File: src/rtl/spi_frame_slave_pkg.sv
// Shared types and frame-geometry helpers for the SPI debug frame slave.
package spi_frame_slave_pkg;

  typedef enum logic [1:0] {
    ST_IDLE,
    ST_CMD,
    ST_DATA,
    ST_DONE
  } state_e;

  localparam logic RW_WRITE = 1'b1;
  localparam logic RW_READ  = 1'b0;

  function automatic int frame_len(input int nb_addr, input int nb_data);
    return 1 + nb_addr + nb_data;
  endfunction

endpackage

File: src/rtl/spi_frame_slave_sync_edge_det.sv
// Multi-flop synchronizer with registered-history rise/fall pulses.
module sync_edge_det #(
  parameter int   STAGES  = 2,
  parameter logic RST_VAL = 1'b0
) (
  input  logic clk,
  input  logic rst,
  input  logic d,
  output logic level,
  output logic rise,
  output logic fall
);

  logic [STAGES-1:0] sync_q, sync_d;
  logic              prev_q, prev_d;

  always_comb begin
    sync_d = {sync_q[STAGES-2:0], d};
    prev_d = sync_q[STAGES-1];
  end

  always_ff @(posedge clk) begin
    if (rst) begin
      sync_q <= {STAGES{RST_VAL}};
      prev_q <= RST_VAL;
    end else begin
      sync_q <= sync_d;
      prev_q <= prev_d;
    end
  end

  assign level = sync_q[STAGES-1];
  assign rise  = level & ~prev_q;
  assign fall  = ~level & prev_q;

endmodule

File: src/rtl/spi_frame_slave.sv
// SPI mode-0 slave decoding RW/address/data frames into register-file
// read and write accesses, oversampled in the clk domain.
module spi_frame_slave
  import spi_frame_slave_pkg::*;
#(
  parameter int NB_ADDR     = 7,
  parameter int NB_DATA     = 8,
  parameter int SYNC_STAGES = 2
) (
  input  logic               clk,
  input  logic               rst,
  input  logic               sclk,
  input  logic               cs_n,
  input  logic               mosi,
  output logic               miso,
  output logic               miso_oe,
  output logic [NB_ADDR-1:0] spi_addr,
  output logic [NB_DATA-1:0] spi_wdata,
  output logic               spi_wr_en,
  output logic               spi_ss_n,
  input  logic [NB_DATA-1:0] spi_rdata
);

  localparam int FRAME_LEN = frame_len(NB_ADDR, NB_DATA);
  localparam int CW        = $clog2(FRAME_LEN + 1);
  localparam int RX_W      = (NB_ADDR + 1 > NB_DATA) ? NB_ADDR + 1 : NB_DATA;

  logic sclk_lvl_unused, sclk_rise, sclk_fall;
  logic cs_lvl, cs_rise, cs_fall;
  logic mosi_lvl, mosi_rise_unused, mosi_fall_unused;

  sync_edge_det #(.STAGES(SYNC_STAGES), .RST_VAL(1'b0)) u_sclk (
    .clk(clk), .rst(rst), .d(sclk),
    .level(sclk_lvl_unused), .rise(sclk_rise), .fall(sclk_fall)
  );

  sync_edge_det #(.STAGES(SYNC_STAGES), .RST_VAL(1'b1)) u_cs (
    .clk(clk), .rst(rst), .d(cs_n),
    .level(cs_lvl), .rise(cs_rise), .fall(cs_fall)
  );

  sync_edge_det #(.STAGES(SYNC_STAGES), .RST_VAL(1'b0)) u_mosi (
    .clk(clk), .rst(rst), .d(mosi),
    .level(mosi_lvl), .rise(mosi_rise_unused), .fall(mosi_fall_unused)
  );

  state_e             state_q, state_d;
  logic [CW-1:0]      cnt_q, cnt_d;
  logic [RX_W-2:0]    rx_q, rx_d;
  logic [RX_W-1:0]    rx_new;
  logic [NB_DATA-1:0] tx_q, tx_d;
  logic [NB_ADDR-1:0] spi_addr_q, spi_addr_d;
  logic [NB_DATA-1:0] spi_wdata_q, spi_wdata_d;
  logic               spi_wr_en_q, spi_wr_en_d;
  logic               miso_q, miso_d;
  logic               rw_q, rw_d;
  logic               ld_tx_q, ld_tx_d;

  always_comb begin
    state_d     = state_q;
    cnt_d       = cnt_q;
    rx_d        = rx_q;
    tx_d        = tx_q;
    spi_addr_d  = spi_addr_q;
    spi_wdata_d = spi_wdata_q;
    spi_wr_en_d = 1'b0;
    miso_d      = miso_q;
    rw_d        = rw_q;
    ld_tx_d     = 1'b0;
    rx_new      = {rx_q, mosi_lvl};

    // spi_rdata reflects the address latched on the previous clk
    if (ld_tx_q) tx_d = spi_rdata;

    unique case (state_q)
      ST_IDLE: begin
        miso_d = 1'b0;
        if (cs_fall) begin
          state_d = ST_CMD;
          cnt_d   = '0;
        end
      end
      ST_CMD: begin
        miso_d = 1'b0;
        if (cs_rise) begin
          state_d = ST_IDLE;
        end else if (sclk_rise) begin
          rx_d = rx_new[RX_W-2:0];
          if (cnt_q == CW'(NB_ADDR)) begin
            state_d    = ST_DATA;
            cnt_d      = '0;
            spi_addr_d = rx_new[NB_ADDR-1:0];
            rw_d       = rx_new[NB_ADDR];
            ld_tx_d    = 1'b1;
          end else begin
            cnt_d = cnt_q + CW'(1);
          end
        end
      end
      ST_DATA: begin
        if (cs_rise) begin
          state_d = ST_IDLE;
          miso_d  = 1'b0;
        end else if (sclk_rise) begin
          rx_d = rx_new[RX_W-2:0];
          if (cnt_q == CW'(NB_DATA - 1)) begin
            state_d = ST_DONE;
            cnt_d   = '0;
            miso_d  = 1'b0;
            if (rw_q == RW_WRITE) begin
              spi_wdata_d = rx_new[NB_DATA-1:0];
              spi_wr_en_d = 1'b1;
            end
          end else begin
            cnt_d = cnt_q + CW'(1);
          end
        end else if (sclk_fall && rw_q == RW_READ) begin
          miso_d = tx_q[NB_DATA-1];
          tx_d   = {tx_q[NB_DATA-2:0], 1'b0};
        end
      end
      ST_DONE: begin
        miso_d = 1'b0;
        if (cs_rise) state_d = ST_IDLE;
      end
      default: begin
        state_d = ST_IDLE;
        miso_d  = 1'b0;
      end
    endcase
  end

  always_ff @(posedge clk) begin
    if (rst) begin
      state_q     <= ST_IDLE;
      cnt_q       <= '0;
      rx_q        <= '0;
      tx_q        <= '0;
      spi_addr_q  <= '0;
      spi_wdata_q <= '0;
      spi_wr_en_q <= 1'b0;
      miso_q      <= 1'b0;
      rw_q        <= RW_READ;
      ld_tx_q     <= 1'b0;
    end else begin
      state_q     <= state_d;
      cnt_q       <= cnt_d;
      rx_q        <= rx_d;
      tx_q        <= tx_d;
      spi_addr_q  <= spi_addr_d;
      spi_wdata_q <= spi_wdata_d;
      spi_wr_en_q <= spi_wr_en_d;
      miso_q      <= miso_d;
      rw_q        <= rw_d;
      ld_tx_q     <= ld_tx_d;
    end
  end

  assign miso      = miso_q;
  assign miso_oe   = ~cs_lvl;
  assign spi_ss_n  = cs_lvl;
  assign spi_addr  = spi_addr_q;
  assign spi_wdata = spi_wdata_q;
  assign spi_wr_en = spi_wr_en_q;

endmodule

File: config.mk
export PLATFORM = sky130hd
export DESIGN_NAME = spi_frame_slave
export DESIGN_NICKNAME = d
export VERILOG_FILES = /design/src/rtl/spi_frame_slave_pkg.sv /design/src/rtl/spi_frame_slave_sync_edge_det.sv /design/src/rtl/spi_frame_slave.sv
export SDC_FILE = /design/constraint.sdc
export NUM_CORES = 1
export LEC_CHECK = 0
export CAP_MARGIN = 20
export CORE_AREA = 2 2 66 68
export CTS_CLUSTER_DIAMETER = 30
export DETAILED_ROUTE_END_ITERATION = 12
export DIE_AREA = 0 0 68 70
export PLACE_DENSITY = 0.77
export SYNTH_ARGS = -nofsm -noshare
export SYNTH_HDL_FRONTEND = slang
export SYNTH_SLANG_ARGS = --single-unit
File: constraint.sdc
create_clock -name clk -period 2.3 [get_ports clk]
set_input_delay 0.46 -clock clk [delete_from_list [all_inputs] [get_ports clk]]
set_output_delay 0.46 -clock clk [all_outputs]
set_load 0.03 [all_outputs]
Word level (Yosys, flattened, before mapping)
Index checks and enable logic that the tools add are counted.
{"block": "totals", "latch_bits": 0, "ff_bits": 49, "mem_bits_ro": 0, "mem_bits_rw": 0, "mem_count": 0}
{"block": "classes", "n_div": 0, "eq_ne": 14, "reduce_logical": 13, "n_mul": 0, "order_cmp": 0, "bitwise_logic": 14, "n_shift": 0, "n_addsub": 1, "n_mux": 26}
{"operator": "$mux W8", "n": 5}
{"operator": "$mux W5", "n": 4}
{"operator": "$mux W2", "n": 8}
{"operator": "$ne A3 B3 Y1 const B", "n": 4}
{"operator": "$not A1 Y1", "n": 10}
{"operator": "$pmux W5 S2", "n": 1}
{"operator": "$ne A4 B4 Y1 const B", "n": 2}
{"operator": "$pmux W2 S4", "n": 1}
{"operator": "$reduce_and A4 Y1", "n": 2}
{"operator": "$mux W1", "n": 6}
{"operator": "$ne A2 B2 Y1 const B", "n": 3}
{"operator": "$reduce_and A6 Y1", "n": 1}
{"operator": "$add A5 B1 Y5 const B", "n": 1}
{"operator": "$eq A5 B3 Y1 const B", "n": 1}
{"operator": "$reduce_and A5 Y1", "n": 1}
{"operator": "$reduce_or A5 Y1", "n": 1}
{"operator": "$and A1 B1 Y1", "n": 4}
{"operator": "$eq A2 B2 Y1 const B", "n": 2}
{"operator": "$reduce_or A4 Y1", "n": 1}
{"operator": "$reduce_and A3 Y1", "n": 1}
{"operator": "$reduce_or A3 Y1", "n": 1}
{"operator": "$eq A2 B1 Y1 const B", "n": 1}
{"operator": "$logic_not A2 Y1", "n": 1}
{"operator": "$ne A2 B1 Y1 const B", "n": 1}
{"operator": "other kinds (5)", "n": 5}

Longest topological paths before layout
{"block": "logic_depth", "word_depth": 7, "mapped_depth": 6}

By module
A second synthesis with hierarchy kept.
{"block": "hier_totals", "cells_unflattened": 212, "area_unflattened_um2": 2064.5}
{"module": "spi_frame_slave", "seq_area_each_um2": 820.8, "instances": 1, "cells_each": 188, "area_each_um2": 1789.2}
{"module": "sync_edge_det (u_mosi ...)", "seq_area_each_um2": 60.1, "instances": 2, "cells_each": 8, "area_each_um2": 91.3}
{"module": "sync_edge_det (u_cs)", "seq_area_each_um2": 60.1, "instances": 1, "cells_each": 8, "area_each_um2": 92.6}

Worst setup path after synthesis
Ideal clock, no wire load.
{"block": "synth_path", "path_kind": "register to register", "start": "register cnt_q[0]", "end": "register state_q[0]", "path_stages_with_launch": 7, "period_less_slack_ps": 1763, "slack_ps": 537, "arrival_time_ps": 1642, "setup_time_ps": 121, "path_cell_list": "dfxtp_1 -> ha_1 -> and4bb_4 -> and2_4 -> buf_6 -> o32a_4 -> mux2_4"}
{"block": "synth_between", "elab_chain_len": 3, "elab_cells_between_ends": 4, "classes_between": "3 x eq/ne; 1 x reduce/logical"}
{"item": "start: declaration", "line_no": "spi_frame_slave.sv:48", "source": "logic [CW-1:0] cnt_q, cnt_d;"}
{"item": "start signal: assignment", "line_no": "spi_frame_slave.sv:147", "source": "cnt_q <= cnt_d;"}
{"item": "$eq A5 B3 Y1 (*)", "line_no": "spi_frame_slave.sv:89, spi_frame_slave.sv:106"}
{"item": "$ne A3 B3 Y1 (no line)"}
{"item": "$reduce_and A6 Y1 (no line) (*)"}
{"item": "end signal: assignment", "line_no": "spi_frame_slave.sv:146", "source": "state_q <= state_d;"}
{"item": "end: declaration", "line_no": "spi_frame_slave.sv:47", "source": "state_e state_q, state_d;"}
Mark *: on every way between the ends. The rest lies on a longest branch, timed or not.
A chain may end at the register's enable or synchronous reset.

Worst setup path after layout
{"block": "layout_path", "start": "register state_q[0]", "end": "register cnt_q[1]"}
{"block": "layout_between", "elab_chain_len": 4, "elab_cells_between_ends": 10, "classes_between": "5 x eq/ne; 1 x mux; 4 x reduce/logical"}
{"item": "$eq A2 B2 Y1 or $eq A2 B1 Y1 (tied branches)", "line_no": "spi_frame_slave.sv:75", "source": "unique case (state_q)"}
{"item": "$reduce_or A2 Y1 (no line)"}
{"item": "$ne A2 B2 Y1 (no line), or another cell as far along"}
{"item": "$reduce_and A4 Y1 (no line)"}
Parallel ways exist; a longest one is shown, timed or not.

==> flow_summary.toml <==
[status]
status = "finished clean"

[placement]
dp.final_hpwl_um = 2690
place.gp.congestion = 0.839
port_buffers = 31

[global_route]
antenna_found_initial = 0
grt_max_degree = 19
grt_usage_pct = 18.1
grt_pass1_wl_um = 6590
gr-total-overflow = 0
grt_pass1_vias = 1466

[finish]
drive_gt1_share_pct = 8.57
area_growth_pct = 21.7
fill_cells = 376
antenna_cells = 0
fin_nets = 264

[timing]
clock_skew_ns = 0.00897
max-slew-margin-rel_pct = 52.5
worst_pin_slew_ns = 0.694
fin_crit_sh_pct = 84.6
hold_viol_final = 0
final.setup.tns_ns = 0
holdWs_ns = 0.416
slew_violations = 0
setup_viol = 0
achievable-frequency_mhz = 514
period_needed_ns = 1.94
rsz0062_at_grt = "false"

[die]
fp.coreArea_um2 = 4140
ios = 32
rows = 24
start_util_pct = 50.3
die_w_um = 68
dieArea_um2 = 4760
die_y_um = 70

[clock_network]
ctsResizeCount = 0
hold_buffers = 0
clk_latency_ns = 0.31
post_cts_buffers = 0
numCtsBuffers = 5
cts_buffer_depth = 2
cts.sinks = 49
cts_root_buffer = "clkbuf_8"
cts_tree = "done"
cts.clk_slew.worst_paths_ns = 0.08
htree_levels = 2

[setup_path]
startpoint_type = "flop"
worstPathRequired_ns = 2.50
path_class = "flop to flop"
crit_path_max_fanout = 6
worstSetupStartpoint = "state_q[0]"
crit_path_end_kind = "flop"
reg2reg_from = "state_q[0]"
worstPathArrival_ns = 2.15

[pwr]
p_leak_nw = 1.03
powerDensity_nw_per_um2 = 641
p_total_mw = 1.63
ir_drop_uv = 385

[logic_synthesis]
synth_area_per_cell_um2 = 9.74
synth_edf_count = 0
yosysMostFrequentCell = "dfxtp_1"
synthArstFlopShare_pct = 0
ys_warn_count = 0
yosysTopAreaCell = "dfxtp_1"
synthTopCellsByArea = "dfxtp_1 (47%), mux2i_1 (12%), nor2_1 (4.9%)"
synth_cell_types = 36
synth_commonest_cells = "dfxtp_1 (49), nor2_1 (27), mux2i_1 (26)"
synth_top_area_share_pct = 47.1
postSynthCellCount = 214
ys_seq_elements = 49
yosysSeqAreaShare_pct = 47.1
syn_area_um2 = 2080
synth-main-ff-cell = "dfxtp_1"
syn-num-nets = 234

[hold_path]
min_from = "u_cs.sync_q[0]"
hp-class = "flop to flop"

[routing]
drt_wl_total_um = 3910
wl_per_cell_um = 13.2
via_per_inst = 5.29
post-route-drc-count = 0
vias = 1570
ant_nets = 0
drtIter0Drc = 79
dr.pass1.iters = 5

[job]
drv_cap = 0
-- cells in the final DEF (no fill, tap or decap), drive strengths merged --
cell and count:
o2111ai 2, nand3 12, nor2 27, or3 3
nand2b 2, o21ai 10, and3 3, and4bb 1
mux2 2, nor2b 7, a211oi 8, a2111oi 1
and4b 1, nor3 3, nor3b 3, a31o 1
buf 3, clkdlybuf4s50 31, inv 6, and2b 1
mux2i 26, nor4bb 1, ha 7, o31ai 1
o32a 1, nand2 8, clkbuf 7, or2 2
and2 1, xnor2 1, o211a 1, nand4 1
dfxtp 49, a21oi 11, o2bb2ai 1
-- kinds of logic (layout without fill, tap and decap cells) --
logic type / after synthesis / count (layout) / share of synthesized area [%]
DFF: 49 / 49 / 47.1
xor gates and xnor gates: 1 / 1 / 0.420
buffers and inverters: 16 / 47 / 3.36
muxes: 28 / 28 / 13.7
and+or+nand+nor: 76 / 76 / 19.3
AOI/OAI and AO/OA: 37 / 37 / 11.9
adders and majority gates: 7 / 7 / 4.20
-- power breakdown --
part           switching [mW]  internal, mW  total, mW  leakage, nW
clock network           0.283         0.278      0.561       0.0549
logic                  0.0969        0.0946      0.192        0.577
registers              0.0114         0.861      0.873        0.396
-- per-stage QoR --
stage | util, % | cells | instance area [µm²] | worst slack, ns
global placement | 58.7 | 289 | 2430 | 0.444
finish | 61.2 | 297 | 2540 | 0.355
CTS | 61.2 | 297 | 2540 | 0.364
floorplan | - | 214 | 2080 | 0.537
detailed placement | 58.7 | 289 | 2430 | 0.368
global route | 61.2 | 297 | 2540 | 0.215
-- sequential cells by signal (all words and copies together) (netlist names), 2 cells and up --
register       cells
cnt_q              5
rx_q               7
spi_addr           7
spi_wdata          8
state_q            2
tx_q               8
u_cs.sync_q        2
u_mosi.sync_q      2
u_sclk.sync_q      2
-- metal layers --
layer,up-vias,wire length (µm),share of wire (%),GRT usage [%]
met5,-,0,0,0
met4,0,35,0.89,6.44
met3,4,179,4.6,5.64
met2,35,1760,45,27.0
met1,722,1940,50,24.7
li1,809,-,-,-
-- critical path, cell delays in order (launching register included) --
cell and delay (ns):
dfxtp_1 0.38, inv_1 0.12, ha_1 0.38, mux2i_1 0.09
a211oi_1 0.44, nor2_1 0.16, a31o_2 0.28
-- worst paths after layout --
check	to	slack [ns]	cells past startpoint
min	u_cs.sync_q[1]	0.42	1
max reg2reg	cnt_q[1]	0.36	6
min reg2reg	u_cs.sync_q[1]	0.42	1
max	cnt_q[1]	0.36	6
-- layout make-up --
type / count / area (µm²) / area share [%]
well taps: 52 / 65.1 / 2.57
inverters: 5 / 18.8 / 0.740
clock inverters: 1 / 8.76 / 0.345
repair buffers: 34 / 333 / 13.1
flip-flops and latches: 49 / 981 / 38.7
clock buffers: 7 / 96.3 / 3.80
multi-input cells: 149 / 1030 / 40.7
No activity file was read; power rests on OpenSTA's default activity.
